**src/rtl/sim_host_device_pkg.sv**
```systemverilog
// Shared definitions for the simulation host: register offsets inside the
// 16-byte window, the packed STATUS register layout and the offset decoder.
package sim_host_device_pkg;

    localparam logic [3:0] SIMHOST_OFF_TOHOST  = 4'h0;
    localparam logic [3:0] SIMHOST_OFF_CONSOLE = 4'h4;
    localparam logic [3:0] SIMHOST_OFF_CYCLE   = 4'h8;
    localparam logic [3:0] SIMHOST_OFF_STATUS  = 4'hC;

    // STATUS read value, MSB first
    typedef struct packed {
        logic [15:0] rsvd_hi;
        logic [7:0]  fifo_count;
        logic [3:0]  rsvd_lo;
        logic        timeout;
        logic        overflow;
        logic        pass;
        logic        halt;
    } simhost_status_t;

    // Word select (ADDR[3:2]) to register offset; byte lanes are ignored so
    // misaligned accesses land on the enclosing word.
    function automatic logic [3:0] simhost_offset(input logic [1:0] word_sel);
        return {word_sel, 2'b00};
    endfunction

endpackage

```
**src/rtl/sim_host_device_if.sv**
```systemverilog
// Core memory-stage request/response bus as seen by the simulation host.
// master = core side, slave = sim_host_device.
interface sim_host_device_if;
    logic        REQ_VALID;
    logic        REQ_WE;
    logic [31:0] REQ_ADDR;
    logic [31:0] REQ_WDATA;
    logic [3:0]  REQ_BE;
    logic        RSP_VALID;
    logic [31:0] RSP_RDATA;

    modport master (
        output REQ_VALID, REQ_WE, REQ_ADDR, REQ_WDATA, REQ_BE,
        input  RSP_VALID, RSP_RDATA
    );

    modport slave (
        input  REQ_VALID, REQ_WE, REQ_ADDR, REQ_WDATA, REQ_BE,
        output RSP_VALID, RSP_RDATA
    );
endinterface

```
**src/rtl/sim_host_device_sync_fifo.sv**
```systemverilog
// Single-clock FIFO used as the console byte buffer. A push into a full FIFO
// is accepted when a pop happens in the same cycle; otherwise it is dropped
// (the caller decides what to do about that). DEPTH must be a power of 2.
module sync_fifo #(
    parameter int WIDTH = 8,
    parameter int DEPTH = 16,
    localparam int AW = $clog2(DEPTH),
    localparam int CW = $clog2(DEPTH + 1)
) (
    input  logic             clk_i,
    input  logic             rst_ni,
    input  logic             push_i,
    input  logic [WIDTH-1:0] wdata_i,
    input  logic             pop_i,
    output logic [WIDTH-1:0] rdata_o,
    output logic             full_o,
    output logic             empty_o,
    output logic [CW-1:0]    count_o
);

    logic [WIDTH-1:0] mem_q [DEPTH];
    logic [AW-1:0]    wr_ptr_q;
    logic [AW-1:0]    rd_ptr_q;
    logic [CW-1:0]    count_q;
    logic [CW-1:0]    count_d;
    logic             push_ok;
    logic             pop_ok;

    assign full_o  = (count_q == CW'(DEPTH));
    assign empty_o = (count_q == '0);
    assign push_ok = push_i && (!full_o || pop_i);
    assign pop_ok  = pop_i && !empty_o;
    assign rdata_o = mem_q[rd_ptr_q];
    assign count_o = count_q;

    // Occupancy next state: simultaneous push and pop leave it unchanged
    always_comb begin
        count_d = count_q;
        if (push_ok && !pop_ok) begin
            count_d = count_q + 1'b1;
        end else if (!push_ok && pop_ok) begin
            count_d = count_q - 1'b1;
        end
    end

    // Storage array; contents need no reset because the pointers define validity
    always_ff @(posedge clk_i) begin
        if (push_ok) begin
            mem_q[wr_ptr_q] <= wdata_i;
        end
    end

    // Pointers wrap naturally at the power-of-2 depth
    always_ff @(posedge clk_i or negedge rst_ni) begin
        if (!rst_ni) begin
            wr_ptr_q <= '0;
            rd_ptr_q <= '0;
            count_q  <= '0;
        end else begin
            if (push_ok) wr_ptr_q <= wr_ptr_q + 1'b1;
            if (pop_ok)  rd_ptr_q <= rd_ptr_q + 1'b1;
            count_q <= count_d;
        end
    end

endmodule

```
**src/rtl/sim_host_device.sv**
```systemverilog
// Simulation host: a 16-byte memory-mapped window beside data memory that
// lets the program end simulation (TOHOST), print console bytes and read a
// free-running cycle counter.
// Optional feature macro: SIM_WATCHDOG_EN -- when defined, a watchdog halts
// the run with TIMEOUT after TIMEOUT_CYCLES cycles without a TOHOST write.
module sim_host_device
    import sim_host_device_pkg::*;
#(
    parameter logic [31:0] BASE_ADDR      = 32'hFFFF_FF00,
    parameter int          CON_DEPTH      = 16,
    parameter int unsigned TIMEOUT_CYCLES = 100000
) (
    input  logic               CLK,
    input  logic               RST_N,
    sim_host_device_if.slave   bus,
    output logic               CON_VALID,
    output logic [7:0]         CON_DATA,
    input  logic               CON_READY,
    output logic               HALT,
    output logic               PASS,
    output logic [30:0]        EXIT_CODE,
    output logic               TIMEOUT
);

    localparam int CW = $clog2(CON_DEPTH + 1);

    logic            hit;
    logic [3:0]      off;
    logic            tohost_wr;
    logic            con_push;
    logic            con_pop;
    logic            fifo_full;
    logic            fifo_empty;
    logic [7:0]      fifo_head;
    logic [CW-1:0]   fifo_count;
    logic            overflow_q;
    logic            halt_q;
    logic            pass_q;
    logic [30:0]     exit_q;
    logic [31:0]     cycle_q;
    logic            rsp_valid_q;
    logic [31:0]     rsp_rdata_q;
    logic [31:0]     rsp_rdata_d;
    simhost_status_t status;
    logic            unused_ok;

    assign hit       = bus.REQ_VALID && (bus.REQ_ADDR[31:4] == BASE_ADDR[31:4]);
    assign off       = simhost_offset(bus.REQ_ADDR[3:2]);
    assign tohost_wr = hit && bus.REQ_WE && (off == SIMHOST_OFF_TOHOST) &&
                       (bus.REQ_BE == 4'hF) && bus.REQ_WDATA[0];
    assign con_push  = hit && bus.REQ_WE && (off == SIMHOST_OFF_CONSOLE) && bus.REQ_BE[0];
    assign con_pop   = CON_VALID && CON_READY;

    sync_fifo #(
        .WIDTH (8),
        .DEPTH (CON_DEPTH)
    ) u_con_fifo (
        .clk_i   (CLK),
        .rst_ni  (RST_N),
        .push_i  (con_push),
        .wdata_i (bus.REQ_WDATA[7:0]),
        .pop_i   (con_pop),
        .rdata_o (fifo_head),
        .full_o  (fifo_full),
        .empty_o (fifo_empty),
        .count_o (fifo_count)
    );

    assign CON_VALID = !fifo_empty;
    // Stale storage is masked so the byte lane reads 0 while nothing is queued
    assign CON_DATA  = fifo_empty ? 8'h00 : fifo_head;

`ifdef SIM_WATCHDOG_EN
    localparam logic [31:0] WD_LAST = 32'(TIMEOUT_CYCLES - 1);
    logic wd_fire;
    logic timeout_q;

    assign wd_fire = !halt_q && (cycle_q == WD_LAST);

    // Watchdog flag: a TOHOST write in the firing cycle pre-empts it
    always_ff @(posedge CLK or negedge RST_N) begin
        if (!RST_N) begin
            timeout_q <= 1'b0;
        end else if (wd_fire && !tohost_wr) begin
            timeout_q <= 1'b1;
        end
    end

    assign TIMEOUT   = timeout_q;
    assign unused_ok = ^bus.REQ_ADDR[1:0];
`else
    assign TIMEOUT   = 1'b0;
    assign unused_ok = ^{bus.REQ_ADDR[1:0], TIMEOUT_CYCLES};
`endif

    // STATUS snapshot as seen in the request cycle
    always_comb begin
        status            = '0;
        status.fifo_count = 8'(fifo_count);
        status.timeout    = TIMEOUT;
        status.overflow   = overflow_q;
        status.pass       = pass_q;
        status.halt       = halt_q;
    end

    // Read mux; writes and write-only registers return 0
    always_comb begin
        rsp_rdata_d = '0;
        if (hit && !bus.REQ_WE) begin
            case (off)
                SIMHOST_OFF_CYCLE:  rsp_rdata_d = cycle_q;
                SIMHOST_OFF_STATUS: rsp_rdata_d = status;
                default:            rsp_rdata_d = '0;
            endcase
        end
    end

    // One-cycle acknowledge for every hit, defined offset or not
    always_ff @(posedge CLK or negedge RST_N) begin
        if (!RST_N) begin
            rsp_valid_q <= 1'b0;
            rsp_rdata_q <= '0;
        end else begin
            rsp_valid_q <= hit;
            rsp_rdata_q <= rsp_rdata_d;
        end
    end

    // Free-running cycle counter, wraps at 2^32
    always_ff @(posedge CLK or negedge RST_N) begin
        if (!RST_N) begin
            cycle_q <= '0;
        end else begin
            cycle_q <= cycle_q + 32'd1;
        end
    end

    // Sticky console overflow: push into a full FIFO with no pop to make room
    always_ff @(posedge CLK or negedge RST_N) begin
        if (!RST_N) begin
            overflow_q <= 1'b0;
        end else if (con_push && fifo_full && !con_pop) begin
            overflow_q <= 1'b1;
        end
    end

    // Halt/exit latch: the first terminating event wins, later ones are ignored
    always_ff @(posedge CLK or negedge RST_N) begin
        if (!RST_N) begin
            halt_q <= 1'b0;
            pass_q <= 1'b0;
            exit_q <= '0;
        end else if (!halt_q) begin
            if (tohost_wr) begin
                halt_q <= 1'b1;
                pass_q <= (bus.REQ_WDATA[31:1] == 31'd0);
                exit_q <= bus.REQ_WDATA[31:1];
            end
`ifdef SIM_WATCHDOG_EN
            else if (wd_fire) begin
                halt_q <= 1'b1;
                pass_q <= 1'b0;
                exit_q <= 31'h7FFF_FFFF;
            end
`endif
        end
    end

    assign bus.RSP_VALID = rsp_valid_q;
    assign bus.RSP_RDATA = rsp_rdata_q;
    assign HALT          = halt_q;
    assign PASS          = pass_q;
    assign EXIT_CODE     = exit_q;

endmodule

```
**src/flat_wrapper.sv**
```systemverilog
// flat-port wrapper written by rule: the top's interface ports become plain ports
module sim_host_device_flat import sim_host_device_pkg::*;
#(
    parameter logic [31:0] BASE_ADDR      = 32'hFFFF_FF00,
    parameter int          CON_DEPTH      = 16,
    parameter int unsigned TIMEOUT_CYCLES = 100000
)
  (CLK, RST_N, CON_VALID, CON_DATA, CON_READY, HALT, PASS, EXIT_CODE, TIMEOUT, bus_REQ_VALID, bus_REQ_WE, bus_REQ_ADDR, bus_REQ_WDATA, bus_REQ_BE, bus_RSP_VALID, bus_RSP_RDATA);
  sim_host_device_if bus_i ();
  input  logic CLK;
  input  logic RST_N;
  output logic CON_VALID;
  output logic [7:0] CON_DATA;
  input  logic CON_READY;
  output logic HALT;
  output logic PASS;
  output logic [30:0] EXIT_CODE;
  output logic TIMEOUT;
  input wire logic [$bits(bus_i.REQ_VALID)-1:0] bus_REQ_VALID;
  input wire logic [$bits(bus_i.REQ_WE)-1:0] bus_REQ_WE;
  input wire logic [$bits(bus_i.REQ_ADDR)-1:0] bus_REQ_ADDR;
  input wire logic [$bits(bus_i.REQ_WDATA)-1:0] bus_REQ_WDATA;
  input wire logic [$bits(bus_i.REQ_BE)-1:0] bus_REQ_BE;
  output wire logic [$bits(bus_i.RSP_VALID)-1:0] bus_RSP_VALID;
  output wire logic [$bits(bus_i.RSP_RDATA)-1:0] bus_RSP_RDATA;
  assign bus_i.REQ_VALID = bus_REQ_VALID;
  assign bus_i.REQ_WE = bus_REQ_WE;
  assign bus_i.REQ_ADDR = bus_REQ_ADDR;
  assign bus_i.REQ_WDATA = bus_REQ_WDATA;
  assign bus_i.REQ_BE = bus_REQ_BE;
  assign bus_RSP_VALID = bus_i.RSP_VALID;
  assign bus_RSP_RDATA = bus_i.RSP_RDATA;
  sim_host_device #(.BASE_ADDR(BASE_ADDR), .CON_DEPTH(CON_DEPTH), .TIMEOUT_CYCLES(TIMEOUT_CYCLES)) u_core (.CLK(CLK), .RST_N(RST_N), .bus(bus_i), .CON_VALID(CON_VALID), .CON_DATA(CON_DATA), .CON_READY(CON_READY), .HALT(HALT), .PASS(PASS), .EXIT_CODE(EXIT_CODE), .TIMEOUT(TIMEOUT));
endmodule
```
**config.mk**
```make
export PLATFORM = sky130hd
export DESIGN_NAME = sim_host_device_flat
export DESIGN_NICKNAME = d
export VERILOG_FILES = /design/src/rtl/sim_host_device_pkg.sv /design/src/rtl/sim_host_device_if.sv /design/src/rtl/sim_host_device_sync_fifo.sv /design/src/rtl/sim_host_device.sv /design/src/flat_wrapper.sv
export SDC_FILE = /design/constraint.sdc
export NUM_CORES = 1
export LEC_CHECK = 0
export BUFFER_PORTS_ARGS = -buffer_cell sky130_fd_sc_hd__buf_2
export CAP_MARGIN = 20
export CELL_PAD_IN_SITES_DETAIL_PLACEMENT = 1
export CELL_PAD_IN_SITES_GLOBAL_PLACEMENT = 1
export CORE_MARGIN = 2
export CORE_UTILIZATION = 40
export CTS_BUF_LIST = sky130_fd_sc_hd__clkbuf_2 sky130_fd_sc_hd__clkbuf_4 sky130_fd_sc_hd__clkbuf_8
export DETAILED_ROUTE_END_ITERATION = 16
export PLACE_DENSITY = 0.65
export REMOVE_ABC_BUFFERS = 1
export SYNTH_ARGS = -nofsm -noshare
export SYNTH_HDL_FRONTEND = slang
export SYNTH_SLANG_ARGS = --single-unit
export TNS_END_PERCENT = 50
```
**constraint.sdc**
```tcl
create_clock -name CLK -period 6.35 [get_ports CLK]
set_input_delay 1.27 -clock CLK [delete_from_list [all_inputs] [get_ports CLK]]
set_output_delay 1.27 -clock CLK [all_outputs]
set_load 0.05 [all_outputs]
```
==> metrics.txt, run 1 <==
status finished, final reports clean; initial antenna violation count 1; Final min period 4.28 ns; Routed WL 23,000 µm; via count 5,712; die width 161 µm; core area 24,200 µm²; Combinational Power Share 2.3%; PnR worst setup slack 2.07 ns; max-slew violations 0; CP startpoint kind register; Net Sw Frac 21.0%; P&R area growth vs syn 19.1%; io pins 149; power per cell area 268 nW/µm²; Crit path largest cell delay 0.76 ns; drt pass-1 iters 4; DR vias/cell 5.15; # H-tree levels 2; CTS root buf clkbuf_8; Final Cycle Share 67.4%; hpwl dp 15,400 µm; Cell variety after synth 44; Slowest cell on crit path dfrtp_2; Ys Warns 0; worst skew pair latency 0.54 ns; nets 840; die area 25,800 µm²; Max VDD drop 0.129 mV; first-pass GRT wire length 36,300 µm; TNS Setup 0 ns; mean post-synth cell area 16.6 µm²; HP Class register to register; RSZ-0062 raised after global routing false; Slew @ Worst Pin 1.11 ns; WL per Instance 20.7 µm; MaxCap Viol Count 0; FFs w/ async S/R, synth 46.7%; crit-path cells buf_4 -> mux4_2 -> mux2i_1 -> o22ai_1 -> buf_2; GPL Wtd Cong 0.872; Seq/Total Area, Yosys 67.8%; Clock Sinks 240; most frequently used flop master after synthesis edfxtp_1; Starting Density 40.6%; Max Clock Skew 0.0219 ns; post-CTS sizing 0; Num CTS Buffers 41; # rows 57; DRC viols 0; placed cells 1,037; Pleak 0.00509 µW; Net Sw Power 659 µW; Post-synth EDFFs 128; Place WS 1.73 ns; fmax 234 MHz; Flop pwr share 52.5%; vias in the first global route 6,553; Hold Vio Cnt, Final 0; CP endpoint kind output port; Cells after Synth 589; total power 3130 µW; Slew HR 25.7%; Port Buffer Count 145; Synth Register Bits 240; GRT Total Usage 18.4%; Mapped Area 9810 µm²; critical path type register to output port; die height 161 µm; Congestion Overflow GR 0; clock-pin slew on the worst setup and hold paths 0.06 ns; ANT nets after route 0; CP arrival 3.01 ns; initial drt markers 258; ratio of cells with drive above 1 in the final layout 36.4%; Finished Layout Cells 1,110; Max Root-Sink Buffers 3; Clk pwr share 45.1%; CTS Hold Bufs 0; largest net degree at the start of global routing 69; Post-CTS Setup Bufs 0; WHS 0.459 ns; Setup-failing EPs final 0; CTS tree done; Cell Int Power 2470 µW; CP Max Fanout 19; Critical Path RT 5.08 ns
==> final cells by class <==
| class | count | area (µm²) |
|---|---|---|
| fill | 2412 | 12500 |
| sequential | 240 | 6650 |
| multi-input combinational | 315 | 3000 |
| timing repair buffer | 149 | 758 |
| clock buffer | 57 | 709 |
| tap | 324 | 405 |
| clock inverter | 15 | 125 |
| inverter | 9 | 33.8 |
| antenna | 1 | 2.50 |
==> synthesized netlist by cell type (all sizes together) (2+ instances only) <==
master	number	area share, %
edfxtp	128	39
dfrtp	112	29
mux2	35	5.2
mux4	32	7.3
mux2i	25	2.6
xnor2	25	2.2
and2	24	1.5
and3	18	1.1
nor2	18	0.69
nand3	16	0.82
nand4	16	1.0
xor2	15	1.3
nor3	14	0.71
buf	13	0.85
nor4	13	0.98
clkbuf	12	0.46
nand2	12	0.46
ha	10	1.3
inv	9	0.34
o22ai	8	0.51
and4	6	0.54
a21o	4	0.31
nor2b	4	0.26
o21ai	3	0.15
a21oi	2	0.10
nand2b	2	0.13
nand4b	2	0.33
or3	2	0.13
or4	2	0.19
==> worst max-delay path: cells and delay by family (launching register included) <==
| family | cells | cell delay [ns] |
|---|---|---|
| mux | 2 | 0.78 |
| flops | 1 | 0.76 |
| buf+inv | 2 | 0.72 |
| compound gates | 1 | 0.18 |
==> registers in the layout, indices dropped and copies added, names as in the netlist <==
name	count
u_core.bus.RSP_VALID	1
u_core.PASS	1
u_core.cycle_q	32
u_core.HALT	1
u_core.u_con_fifo.mem_q	128
u_core.EXIT_CODE	31
u_core.overflow_q	1
u_core.u_con_fifo.rd_ptr_q	4
u_core.u_con_fifo.count_o	5
u_core.bus.RSP_RDATA	32
u_core.u_con_fifo.wr_ptr_q	4
==> final timing paths <==
kind / from / end / slack (ns) / cells after the start
worst max-delay path: u_core.u_con_fifo.rd_ptr_q[0]$_DFFE_PN0P_ / CON_DATA[4] / 2.07 / 5
max in group asynchronous: RST_N / u_core.EXIT_CODE[27]$_DFFE_PN0P_ / 4.37 / 2
worst min register to register: u_core.cycle_q[31]$_DFF_PN0_ / u_core.cycle_q[31]$_DFF_PN0_ / 0.46 / 1
worst max register to register: u_core.u_con_fifo.count_o[0]$_DFFE_PN0P_ / u_core.u_con_fifo.count_o[4]$_DFFE_PN0P_ / 3.25 / 9
worst min-delay path: u_core.cycle_q[31]$_DFF_PN0_ / u_core.cycle_q[31]$_DFF_PN0_ / 0.46 / 1
min in group asynchronous: RST_N / u_core.cycle_q[27]$_DFF_PN0_ / 0.83 / 1
==> layer usage <==
layer / wire [µm] / global-route usage, %
met1: 9520 / 22.9
met2: 11900 / 31.7
met5: 13 / 0
met3: 1020 / 3.74
met4: 563 / 6.84
==> through the flow <==
step / area [µm²] / util, %
4_1_cts: 11700 / 48.3
6_report: 11700 / 48.3
5_1_grt: 11700 / 48.3
3_3_place_gp: 10800 / 44.8
3_5_place_dp: 10800 / 44.8
2_1_floorplan: 9680 / -
==> kinds of logic (layout without fill, tap and decap cells) <==
kind of cell | Yosys count | in the layout | share of synthesized area [%]
AOI/OAI and AO/OA | 18 | 18 | 1.14
and+or+nand+nor | 153 | 153 | 9.26
adders and majority gates | 11 | 11 | 1.48
buffers and inverters | 34 | 230 | 1.66
muxes | 92 | 92 | 15.1
DFF | 240 | 240 | 67.8
other | 1 | 2 | 0.0382
xor gates and xnor gates | 40 | 40 | 3.57
==> power by group through the flow <==
stage                     clock network (µW)  logic [µW]  registers [µW]
final                                   1410        73.4            1640
after global routing                    1510        82.0            1640
after CTS                               1460        75.3            1640
after detailed placement                   0        75.4            1670
after global placement                     0        71.8            1670
after floorplan                            0        15.7            1680
==> cells in the final DEF (no fill, tap or decap), drive strengths merged, types with 10 or more instances in the layout <==
master and instances:
nor4 13, dfrtp 112, mux2i 25, mux4 32
edfxtp 128, ha 10, buf 149, and3 18
clkbuf 57, and2 24, clkinv 10, nor3 14
nor2 18, nand2 12, xor2 15, inv 11
xnor2 25, nand4 16, mux2 35, nand3 16
No activity file was read; power rests on OpenSTA's default activity.
==> inputs of run 2 (changes only) <==
clock period = 4.35 ns   (was 6.35 ns; I/O delays follow)
==> metrics.txt, run 2 (synthesized netlist as in run 1, its figures left out) <==
core area 24,200 µm²; Starting Density 40.6%; power per cell area 392 nW/µm²; commonest non-fill, non-tap cell in the layout buf_2; WHS 0.434 ns; max FFs per register 128; # H-tree levels 2; WL per Instance 20.8 µm; Crit path buffers/inverters 2; Final Cycle Share 84.8%; Slowest cell on crit path dfrtp_2; metal2 WL 12,000 µm; total power 4620 µW; clock-pin slew on the worst setup and hold paths 0.06 ns; Setup-failing EPs final 0; critical path type register to output port; MaxCap Viol Count 0; nets 848; post-CTS sizing 0; Clock Sinks 240; Max Clock Skew 0.0189 ns; DR vias/cell 5.08; Slew HR 43.0%; ratio of cells with drive above 1 in the final layout 37.3%; DRC viols 0; # rows 57; Max Root-Sink Buffers 3; Final min period 3.69 ns; die height 161 µm; GPL Wtd Cong 0.867; die area 25,800 µm²; via count 5,700; CP arrival 2.82 ns; TNS Setup 0 ns; most frequent cells in the layout 144 x buf_2, 128 x edfxtp_1, 111 x dfrtp_1; register area 6650 µm²; CP Max Fanout 17; Crit path largest cell delay 0.74 ns; Top Layer Used met4; Pleak 0.00516 µW; area of the multi-input gates 3000 µm²; fill cell count 2,397; worst skew pair latency 0.53 ns; CP endpoint kind output port; post-route cell area 11,800 µm²; drt pass-1 iters 4; Port Buffer Count 145; io pins 149; CTS Hold Bufs 0; vias in the first global route 6,436; Slew @ Worst Pin 0.853 ns; crit-path cells buf_4 -> mux4_2 -> mux2i_1 -> o22ai_1 -> buf_2; initial drt markers 272; die width 161 µm; max-slew violations 0; Met1 Wirelength 9670 µm; status finished, final reports clean; RSZ-0062 raised after global routing false; P&R area growth vs syn 20.0%; initial antenna violation count 0; Max VDD drop 0.251 mV; WL met3 1120 µm; Routed WL 23,300 µm; GRT Total Usage 18.7%; Largest delay share family, worst path flip-flops; Area after DPL 10,900 µm²; fmax 271 MHz; Most flops, register u_core.u_con_fifo.mem_q; Hold Vio Cnt, Final 0; fin util 48.7%; Critical Path RT 3.48 ns; ANT nets after route 0; CP startpoint kind register; largest net degree at the start of global routing 64; Congestion Overflow GR 0; CTS tree done; Num CTS Buffers 42; CTS root buf clkbuf_8; HP Class primary input to asynchronous set/reset pin; first-pass GRT wire length 37,200 µm; Post-CTS Setup Bufs 0; hpwl dp 15,900 µm
==> run 2: per-layer routing <==
layer  vias to the layer above  global-route usage, %
li1                       2578                      -
met1                      2928                   23.9
met2                       147                   32.6
met3                        47                   3.41
met4                         0                   5.94
met5                         -                      0
==> run 2: worst paths after layout <==
check                                                          start                                       end  slack (ns)  cells past startpoint
max                        u_core.u_con_fifo.rd_ptr_q[0]$_DFFE_PN0P_                               CON_DATA[4]        0.66                      5
min                                                            RST_N        u_core.bus.RSP_RDATA[27]$_DFF_PN0_        0.43                      1
max reg2reg                 u_core.u_con_fifo.count_o[0]$_DFFE_PN0P_  u_core.u_con_fifo.count_o[4]$_DFFE_PN0P_        1.19                      9
min reg2reg                            u_core.overflow_q$_DFFE_PN0P_             u_core.overflow_q$_DFFE_PN0P_        0.48                      1
max in group asynchronous                                      RST_N               u_core.cycle_q[4]$_DFF_PN0_        3.04                      2
min in group CLK                       u_core.overflow_q$_DFFE_PN0P_             u_core.overflow_q$_DFFE_PN0P_        0.48                      1
==> run 2: final cells by class <==
type,instances,share of cell area (%)
inverter,9,0.287
sequential,240,56.5
clock inverter,16,0.851
tap,324,3.45
timing repair buffer,156,6.89
clock buffer,60,6.54
antenna,1,0.0213
multi-input combinational,315,25.5
==> run 2: per-stage QoR <==
stage / setup WS, ns / std cells
after CTS: 0.601 / 1120
after global routing: 0.416 / 1120
after global placement: 0.749 / 1044
final: 0.661 / 1121
after detailed placement: 0.646 / 1044
after floorplan: 0.654 / 564
==> run 2: report_power, final <==
part | switching (µW) | internal, µW | total [µW]
clock | 905 | 1200 | 2110
combinational | 74.1 | 35.0 | 109
sequential | 1.17 | 2400 | 2400
==> run 2: worst reg2reg max path, cell delays in order, from the launching register on <==
cell and delay, ns:
dfrtp_1 0.47, or4_1 0.59, o21ai_1 0.39, ha_1 0.26
inv_1 0.13, fa_1 0.44, a21o_1 0.20, a21oi_1 0.19
mux2i_1 0.24, xnor2_1 0.16
==> inputs of run 3 (changes only) <==
PLACE_DENSITY = 0.67   (was 0.65)
clock period = 3.3 ns   (was 4.35 ns; I/O delays follow)
==> metrics.txt, run 3 (synthesized netlist as in run 1, its figures left out) <==
io pins 149; ANT nets after route 0; P&R area growth vs syn 19.9%; CTS root buf clkbuf_8; HP Class primary input to asynchronous set/reset pin; Setup-failing EPs final 0; nets 853; Ant. Diodes 0; most frequent cells in the layout 144 x buf_2, 128 x edfxtp_1, 111 x dfrtp_1; PnR worst setup slack 0.281 ns; initial antenna violation count 0; Worst R2R Setup Slack 0.45 ns; GRT Total Usage 18.2%; critical path type register to output port; clock-pin slew on the worst setup and hold paths 0.06 ns; Pleak 0.00515 µW; die width 161 µm; GPL Wtd Cong 0.848; Slew @ Worst Pin 0.723 ns; CTS tree done; drt pass-1 iters 4; Place WS -0.144 ns; power per cell area 499 nW/µm²; DR vias/cell 5.10; max FFs per register 128; die area 25,800 µm²; WHS 0.183 ns; CP arrival 2.36 ns; ratio of cells with drive above 1 in the final layout 37.5%; Port Buffer Count 145; commonest non-fill, non-tap cell in the layout buf_2; Max Root-Sink Buffers 3; CP Max Fanout 8; Max Clock Skew 0.0179 ns; Congestion Overflow GR 0; DRC viols 0; CP startpoint kind register; MaxCap Viol Count 0; Final Cycle Share 91.5%; first-pass GRT wire length 36,600 µm; # H-tree levels 2; Slew HR 51.8%; CP endpoint kind output port; Starting Density 40.6%; fill cell count 2,424; fmax 331 MHz; largest net degree at the start of global routing 57; Routed WL 22,900 µm; initial drt markers 205; vias in the first global route 6,500; Max VDD drop 0.233 mV; Final min period 3.02 ns; Hold Vio Cnt, Final 0; RSZ-0062 raised after global routing false; Slowest cell on crit path dfrtp_1; CTS Hold Bufs 0; hpwl dp 15,600 µm; Crit path largest cell delay 0.46 ns; Most flops, register u_core.u_con_fifo.mem_q; Num CTS Buffers 41; WL per Instance 20.4 µm; status finished, final reports clean; via count 5,737; die height 161 µm; Clock Sinks 240; # rows 57; core area 24,200 µm²; worst skew pair latency 0.53 ns; Critical Path RT 2.64 ns; crit-path cells nor4_1 -> nand2b_1 -> nand2b_2 -> o22ai_1 -> buf_2; max-slew violations 0
==> run 3: cell types whose count changed in the layout (fill, tap and decap cells not counted), sizes merged <==
cell,previous run,this run
clkinv,14,18
buf,156,162
clkbuf,60,57
inv,10,9
diode,1,0
bufinv,1,0
clkinvlp,0,1
==> run 3: worst max-delay path, delay by kind of cell, from the launching register on <==
family | cells | cell delay, ns
and+or+nand+nor | 3 | 0.92
AOI/OAI and AO/OA | 1 | 0.19
DFF | 1 | 0.46
buffers and inverters | 1 | 0.25
==> run 3: area by class of cell <==
cell class                      count  area [µm²]  share of cell area, %
Clock buffer                       57         703                   5.98
Clock inverter                     19        83.8                  0.713
Inverter                            9        33.8                  0.287
Multi-Input combinational cell    315        3000                   25.5
Sequential cell                   240        6650                   56.5
Tap cell                          324         405                   3.45
Timing Repair Buffer              162         881                   7.49
==> run 3: power breakdown <==
group | internal (µW) | switching [µW] | leakage (µW)
clock | 1380 | 1170 | 0.000421
combinational | 47.7 | 98.7 | 0.00203
sequential | 3160 | 0.816 | 0.00269
==> run 3: worst paths after layout <==
check	cells past startpoint	endpoint	from
hold / removal	1	u_core.bus.RSP_RDATA[29]$_DFF_PN0_	RST_N
setup / recovery	5	CON_DATA[4]	u_core.u_con_fifo.count_o[0]$_DFFE_PN0P_
max in group asynchronous	2	u_core.EXIT_CODE[23]$_DFFE_PN0P_	RST_N
hold reg to reg	1	u_core.cycle_q[31]$_DFF_PN0_	u_core.cycle_q[31]$_DFF_PN0_
setup reg to reg	11	u_core.u_con_fifo.count_o[3]$_DFFE_PN0P_	u_core.u_con_fifo.count_o[0]$_DFFE_PN0P_
min in group CLK	2	u_core.EXIT_CODE[9]$_DFFE_PN0P_	bus_REQ_WDATA[10]
==> run 3: repair_timing <==
item / 4_1_cts / 5_1_grt
endpoints found under the setup margin: 0 / 1
gates resized for setup: 0 / 2
setup buffers: 0 / 0
==> run 3: stage by stage <==
step           utilization (%)  setup TNS [ns]  power, µW  cells  cell area (µm²)
5_1_grt                   48.6               0       6090   1126            11800
4_1_cts                   48.6               0       5960   1126            11800
6_report                  48.6               0       5860   1126            11800
3_3_place_gp              45.4         -0.0650       3360   1050            11000
3_5_place_dp              45.4          -0.288       3370   1050            11000
2_1_floorplan                -           -1.10       3250    564             9680
==> run 3: routing by layer <==
metal | wire length, µm | global-route usage (%) | up-vias
met5 | 0 | 0 | -
met4 | 400 | 4.91 | 0
met3 | 1170 | 3.49 | 34
met2 | 11900 | 31.8 | 173
met1 | 9410 | 23.5 | 2941
li1 | - | - | 2589
